**src/rtl/mod_inverse.sv**
```systemverilog
// mod_inverse: sequential modular inverse over p = 65537 (2^16 + 1).
// Computes a^(p-2) = a^65535 mod p by left-to-right square-and-multiply,
// one modular multiply per cycle, with valid/ready handshakes on both sides.
// Ports:
//   clk, rst              rising-edge clock, synchronous active-high reset
//   in_data/in_valid      operand (any unsigned value) and its valid
//   in_ready              block can accept an operand (high only in IDLE)
//   out_data/out_err      inverse in [0, 65536] zero-extended; err = operand == 0 mod p
//   out_valid/out_ready   result valid and consumer accept
//   busy                  high in every state except IDLE
module mod_inverse #(
  parameter int unsigned width = 32
) (
  input  logic             clk,
  input  logic             rst,
  input  logic [width-1:0] in_data,
  input  logic             in_valid,
  output logic             in_ready,
  output logic [width-1:0] out_data,
  output logic             out_err,
  output logic             out_valid,
  input  logic             out_ready,
  output logic             busy
);

  localparam int unsigned RW    = 17;
  localparam int unsigned PW    = 34;
  localparam int unsigned FW    = 19;
  localparam int unsigned CW    = 4;
  localparam logic [RW-1:0] P   = RW'(65537);
  localparam logic [CW-1:0] LAST = CW'(14);

  typedef enum logic [2:0] {
    IDLE,
    REDUCE,
    SQUARE,
    MULT,
    DONE
  } state_t;

  state_t           r_state;
  logic [width-1:0] r_in;
  logic [RW-1:0]    r_a;
  logic [RW-1:0]    r_r;
  logic [CW-1:0]    r_cnt;
  logic             r_err;

  logic [RW-1:0]    w_red;
  logic [RW-1:0]    w_mul_b;
  logic [PW-1:0]    w_prod;
  logic [FW-1:0]    w_fold;
  logic [FW-1:0]    w_fold_fix;
  logic [RW-1:0]    w_mm;

  // Full-width reduction of the captured operand by the constant modulus.
  assign w_red = RW'(r_in % width'(P));

  // Shared multiplier: r*r while squaring, r*a while multiplying.
  assign w_mul_b = (r_state == MULT) ? r_a : r_r;
  assign w_prod  = PW'(r_r) * PW'(w_mul_b);

  // Fold with 2^16 = -1 and 2^32 = 1 (mod p); the sum lies in [-65535, 65536],
  // so a single conditional add of p brings it into [0, 65536].
  assign w_fold     = FW'(w_prod[15:0]) - FW'(w_prod[31:16]) + FW'(w_prod[32]);
  assign w_fold_fix = w_fold + FW'(P);
  assign w_mm       = w_fold[FW-1] ? w_fold_fix[RW-1:0] : w_fold[RW-1:0];

  // Control FSM with registered outputs.
  always_ff @(posedge clk) begin
    if (rst) begin
      r_state   <= IDLE;
      r_in      <= '0;
      r_a       <= '0;
      r_r       <= '0;
      r_cnt     <= '0;
      r_err     <= 1'b0;
      in_ready  <= 1'b1;
      out_data  <= '0;
      out_err   <= 1'b0;
      out_valid <= 1'b0;
      busy      <= 1'b0;
    end else begin
      case (r_state)
        IDLE: begin
          if (in_valid && in_ready) begin
            r_in     <= in_data;
            in_ready <= 1'b0;
            busy     <= 1'b1;
            r_state  <= REDUCE;
          end
        end
        REDUCE: begin
          r_a     <= w_red;
          r_r     <= w_red;
          r_cnt   <= '0;
          r_err   <= (w_red == '0);
          r_state <= SQUARE;
        end
        SQUARE: begin
          r_r     <= w_mm;
          r_state <= MULT;
        end
        MULT: begin
          // Exponent goes e -> 2e+1 per iteration; 15 iterations give 65535.
          r_r     <= w_mm;
          r_cnt   <= r_cnt + CW'(1);
          r_state <= (r_cnt == LAST) ? DONE : SQUARE;
        end
        DONE: begin
          // First DONE cycle publishes the result; it then holds until accepted.
          if (!out_valid) begin
            out_valid <= 1'b1;
            out_data  <= width'(r_r);
            out_err   <= r_err;
          end else if (out_ready) begin
            out_valid <= 1'b0;
            in_ready  <= 1'b1;
            busy      <= 1'b0;
            r_state   <= IDLE;
          end
        end
        default: begin
          r_state <= IDLE;
        end
      endcase
    end
  end

endmodule

```
**config.mk**
```make
export PLATFORM = sky130hd
export DESIGN_NAME = mod_inverse
export DESIGN_NICKNAME = d
export VERILOG_FILES = /design/src/rtl/mod_inverse.sv
export SDC_FILE = /design/constraint.sdc
export NUM_CORES = 1
export LEC_CHECK = 0
export CORE_ASPECT_RATIO = 1.4
export CORE_MARGIN = 4
export CORE_UTILIZATION = 50
export DETAILED_ROUTE_END_ITERATION = 12
export GPL_TIMING_DRIVEN = 0
export PLACE_DENSITY = 0.67
export REMOVE_ABC_BUFFERS = 1
export SLEW_MARGIN = 20
export SYNTH_ARGS = -nofsm -noshare
export SYNTH_HDL_FRONTEND = slang
export SYNTH_SLANG_ARGS = --single-unit
export TNS_END_PERCENT = 50
```
**constraint.sdc**
```tcl
create_clock -name clk -period 28.5 [get_ports clk]
set_clock_uncertainty 0.05 [all_clocks]
set_input_delay 5.7 -clock clk [delete_from_list [all_inputs] [get_ports clk]]
set_output_delay 5.7 -clock clk [all_outputs]
set_load 0.05 [all_outputs]
```
[Word level (Yosys, flattened, before mapping)]
Index checks and enable logic that the tools add are counted.
Cells by class
  $add $sub $neg: 4
  $mul: 1
  divide/modulo/power cells: 1
  order comparisons: 0
  eq/ne operators: 8
  shift operators: 0
  mux-type cells: 19
  bitwise gates (word level): 1
  reduce and logical (&&, ||, !) cells: 11
Operator list (number)
  2-to-1 mux 17 bit: 2
  one-hot mux 17 bit (2 select lines): 1
  multiplier 17 x 17 -> 33 bit: 1
  remainder unit 32 x 17 -> 32 bit, second input constant: 1
  adder 17 x 2 -> 18 bit: 1
  adder 17 bit, second input constant: 1
  zero test 17 bit: 1
  subtractor 16 x 16 -> 17 bit: 1
  one-hot mux 3 bit (5 select lines): 1
  2-to-1 mux 3 bit: 4
  2-to-1 mux 1 bit: 8
  one-hot mux 4 bit (2 select lines): 1
  == test 3 x 2 -> 1 bit, second input constant: 2
  inequality test 2 bit, second input constant: 3
  nonzero test 2 bit: 3
  adder 4 x 1 -> 4 bit, second input constant: 1
  == test 4 bit, second input constant: 1
  one-hot mux 1 bit (2 select lines): 2
  AND reduction 2 bit: 2
  AND reduction 4 bit: 1
  == test 3 x 1 -> 1 bit, second input constant: 1
  == test 3 bit, second input constant: 1
  zero test 3 bit: 1
  AND reduction 3 bit: 1
  other kinds (3): 3
Storage, ports and cells
  register bits after elaboration: 95
  latch bits: 0
  RAM bits: 0
  memory bits (read-only): 0
  bits of input ports: 36
  output and inout bits: 36
  logic and storage cells: 56
  memories kept: 0

[Logic depth before layout (Yosys ltp)]
  depth after elaboration: 8
  mapped depth: 78

[Worst setup path after synthesis]
No wires, ideal clock.
  kind: flip-flop to flip-flop
  start: reg r_in[16]
  end: reg r_err
  arrival: 18.433 ns
  slack: 9.958 ns
  cell stages (with the launch flop): 71
  period minus slack after synthesis: 18.542 ns
  cell sequence: dfxtp_1 > buf_6 > or4b_4 > o41ai_1 > o31ai_1 > or3_1 > or3_1 > a211o_1 > xnor2_1 > or4_1 > buf_2 > nor4_4 > o21ai_1 > or3_1 > nor3_4 > a211oi_2 > or4_1 > o41ai_2 > [35 not listed] > ha_1 > or3_1 > or3_1 > and4bb_2 > a31o_1 > buf_2 > xnor2_1 > ha_1 > inv_1 > nor3_1 > a31oi_1 > o21ai_1 > nor3b_4 > a31oi_1 > xor2_1 > or4b_1 > nor4_1 > a31o_1
Between the ends
  cells in the longest elaborated chain, start to end: 2
RTL lines
  start: declaration: RTL line 42  | logic [width-1:0] r_in;
  start signal: assignment: RTL line 86  | r_in <= in_data;
  remainder unit 32 x 17 -> 32 bit: RTL line 56  | assign w_red = RW'(r_in % width'(P));
  zero test 17 bit: RTL line 96  | r_err <= (w_red == '0);
  end signal: assignment: RTL line 96
  end: declaration: RTL line 46  | logic r_err;
Every way passes these cells.
A chain may end at the register's enable or synchronous reset.

[Worst setup path after layout]
Same ends and word-level chain as after synthesis.

==> metrics.md <==
| Metric | Value |
|---|---|
| Adder-Cell Fraction of Synth Area | 0.264 |
| Port-buffer cells | 56 |
| I/O Pins | 72 |
| Wire per inst | 19.9 um |
| Synthesized area | 23200 um^2 |
| Wire length after detailed routing | 71600 um |
| Antenna Nets Post-Route | 0 |
| Crit path required time | 28.77 ns |
| Number of library cell types mapped by synthesis | 132 |
| Dpl hpwl | 57500 um |
| Die Y | 263 um |
| CTS Buffer Depth | 2 |
| First-pass GRT wire length | 117000 um |
| RSZ-0062 raised after global routing | no |
| Via count of the first global-routing pass | 23000 |
| Final setup vio count | 0 |
| Worst setup path class | flip-flop to flip-flop |
| Compound-Gate Fraction of Synth Area | 0.209 |
| Die width | 190 um |
| Area Growth Syn to Fin | 5.05% |
| Cells after synthesis | 3039 |
| Post-route clock period utilization | 0.837 |
| Largest family of logic cells by synthesized area | simple AND/OR/NAND/NOR gates |
| Post-synthesis xor/xnor area fraction | 0.0688 |
| Fin. max-slew vios | 0 |
| Final Net Count | 3371 |
| Commonest cells after routing, fill and taps aside | nand2_1, inv_1, fa_1 |
| Post-synthesis mux area share | 0.0247 |
| CTS Root Cell | clkbuf_16 |
| Std-Cell Rows | 93 |
| Fill cells | 4500 |
| Share of cells above drive strength 1 | 0.0549 |
| Vias | 22200 |
| Final hold vios | 0 |
| Hold_buf cts | 0 |
| Post-CTS setup buffers | 0 |
| Worst-Margin Slew | 1.12 ns |
| Max incr delay on CP | 0.88 ns |
| Max-Cap Viols | 0 |
| Status | completed |
| Syn. warnings | 0 |
| Worst setup EP type | flip-flop |
| Worst Hold Depth | 2 |
| Slew headroom | 0.253 |
| Met1 WL | 26800 um |
| GRT Total Usage | 0.284 |
| Die ar. | 49900 um^2 |
| Clk slew on worst S/H paths | 0.08 ns |
| # diodes | 0 |
| CORE AREA | 46000 um^2 |
| CP startpoint kind | flip-flop |
| Drt pass-1 iters | 5 |
| Initial antenna violation count | 0 |
| Hold Path Class | flip-flop to flip-flop |
| DR top layer | met4 |
| Residual DRC count | 0 |
| GPL Wtd Cong | 0.979 |
| Seq/Total Area, Yosys | 0.0821 |
| CTS tree | done |
| Most common cell after layout, fill and taps aside | nand2_1 |
| DR iter-0 viols | 1354 |
| Final core occ | 0.529 |
| Num CTS Buffers | 9 |
| H-tree Lvls | 3 |
| Mean Syn Cell Area | 7.62 um^2 |
| Initial Util | 0.504 |
| Reg2Reg Depth | 62 |
| Data arrival, critical path | 24.14 ns |
| Post-synth ARST share | 0 |
| Critical path's slowest cell | nor4_1 |
| Largest net degree at the start of global routing | 66 |
| Clock Latency Late Sink | 0.37 ns |
| Post-Synth Simple-Gate Area | 0.272 |
| Routed vias/inst | 6.17 |
| CP max FO | 13 |
| Grt ovf | 0 |
| CTS Sinks | 95 |
| Final min period | 23.87 ns |
| Top FF cell, synth | dfxtp_1 |
| Post-synth EDFFs | 0 |
| Synthesized flop and latch total | 95 |
| Post_cts resized | 0 |
| Setup TNS | 0 ns |
| Detailed-routed wire length on met3 | 2800 um |
| Max frequency | 0.0419 GHz |
| WL met2 | 37900 um |
==> cell type report <==
type	count	area, um^2	share of cell area
Clock buffer	9	225	0.00926
Clock inverter	7	67.6	0.00278
Inverter	311	1170	0.0480
Multi-Input combinational cell	2503	19500	0.803
Sequential cell	95	1900	0.0782
Tap cell	617	772	0.0317
Timing Repair Buffer	62	652	0.0268
==> cell usage after synthesis (26+ instances only) <==
master	n	area (um^2)
xor2_1	48	420
ha_1	129	1610
mux2i_1	26	260
dfxtp_1	95	1900
clkbuf_1	104	390
nor2_1	174	653
nor2b_1	53	332
and2_1	92	576
and3_1	33	206
inv_1	310	1160
nand2_1	443	1660
xnor2_1	127	1110
nand3_1	75	375
o21bai_1	40	300
o211ai_1	30	225
a21oi_1	221	1110
a21o_1	30	225
a31oi_1	38	238
or3_1	33	206
nand4_1	35	219
nand2b_1	30	188
o21ai_0	68	340
fa_1	224	4480
nor3_1	68	340
==> cell families after synthesis <==
logic type	Yosys count
other cells	1
xor+xnor	178
flops	95
compound gates	695
buf+inv	455
simple gates	1207
mux	53
fa+ha+maj	355
==> layer usage <==
layer | up-vias | global-route usage
met5 | - | 0
met3 | 234 | 0.0217
met4 | 0 | 0.147
met2 | 755 | 0.536
met1 | 10800 | 0.315
li1 | 10400 | -
==> flip-flops by register name (all words and copies together) (netlist names) <==
name,flops
r_in,32
out_data,17
r_a,17
r_r,17
r_cnt,4
r_state,3
busy,1
in_ready,1
out_err,1
out_valid,1
r_err,1
==> worst paths after layout <==
kind	from	endpoint	slack, ns
setup / recovery	r_in[16]$_SDFFE_PP0P_	r_err$_SDFFE_PP0P_	4.63
hold reg to reg	out_data[5]$_SDFFE_PP0P_	out_data[5]$_SDFFE_PP0P_	0.41
hold / removal	out_data[5]$_SDFFE_PP0P_	out_data[5]$_SDFFE_PP0P_	0.41
setup reg to reg	r_in[16]$_SDFFE_PP0P_	r_err$_SDFFE_PP0P_	4.63
==> worst max-delay path: cells and delay by family (launching register included) <==
family | cells | cell delay, ns
mux | 1 | 0.69
buf+inv | 2 | 0.37
xor+xnor | 4 | 1.27
compound gates | 23 | 8.96
flops | 1 | 0.44
simple gates | 30 | 11.47
fa+ha+maj | 2 | 0.53
==> per-stage QoR <==
stage	worst slack, ns	std cells	instance area (um^2)	hold WS [ns]
after floorplan	9.38	2909	22500	0.371
after global placement	4.42	3582	23900	0.393
after detailed placement	5.10	3588	24000	0.398
after CTS	5.03	3604	24300	0.407
after global routing	3.12	3604	24300	0.426
final	4.63	3604	24300	0.409
Power is left out: the tool's default activity adds up to more than one toggle a clock period on the data nets, which glitch-free logic cannot reach.
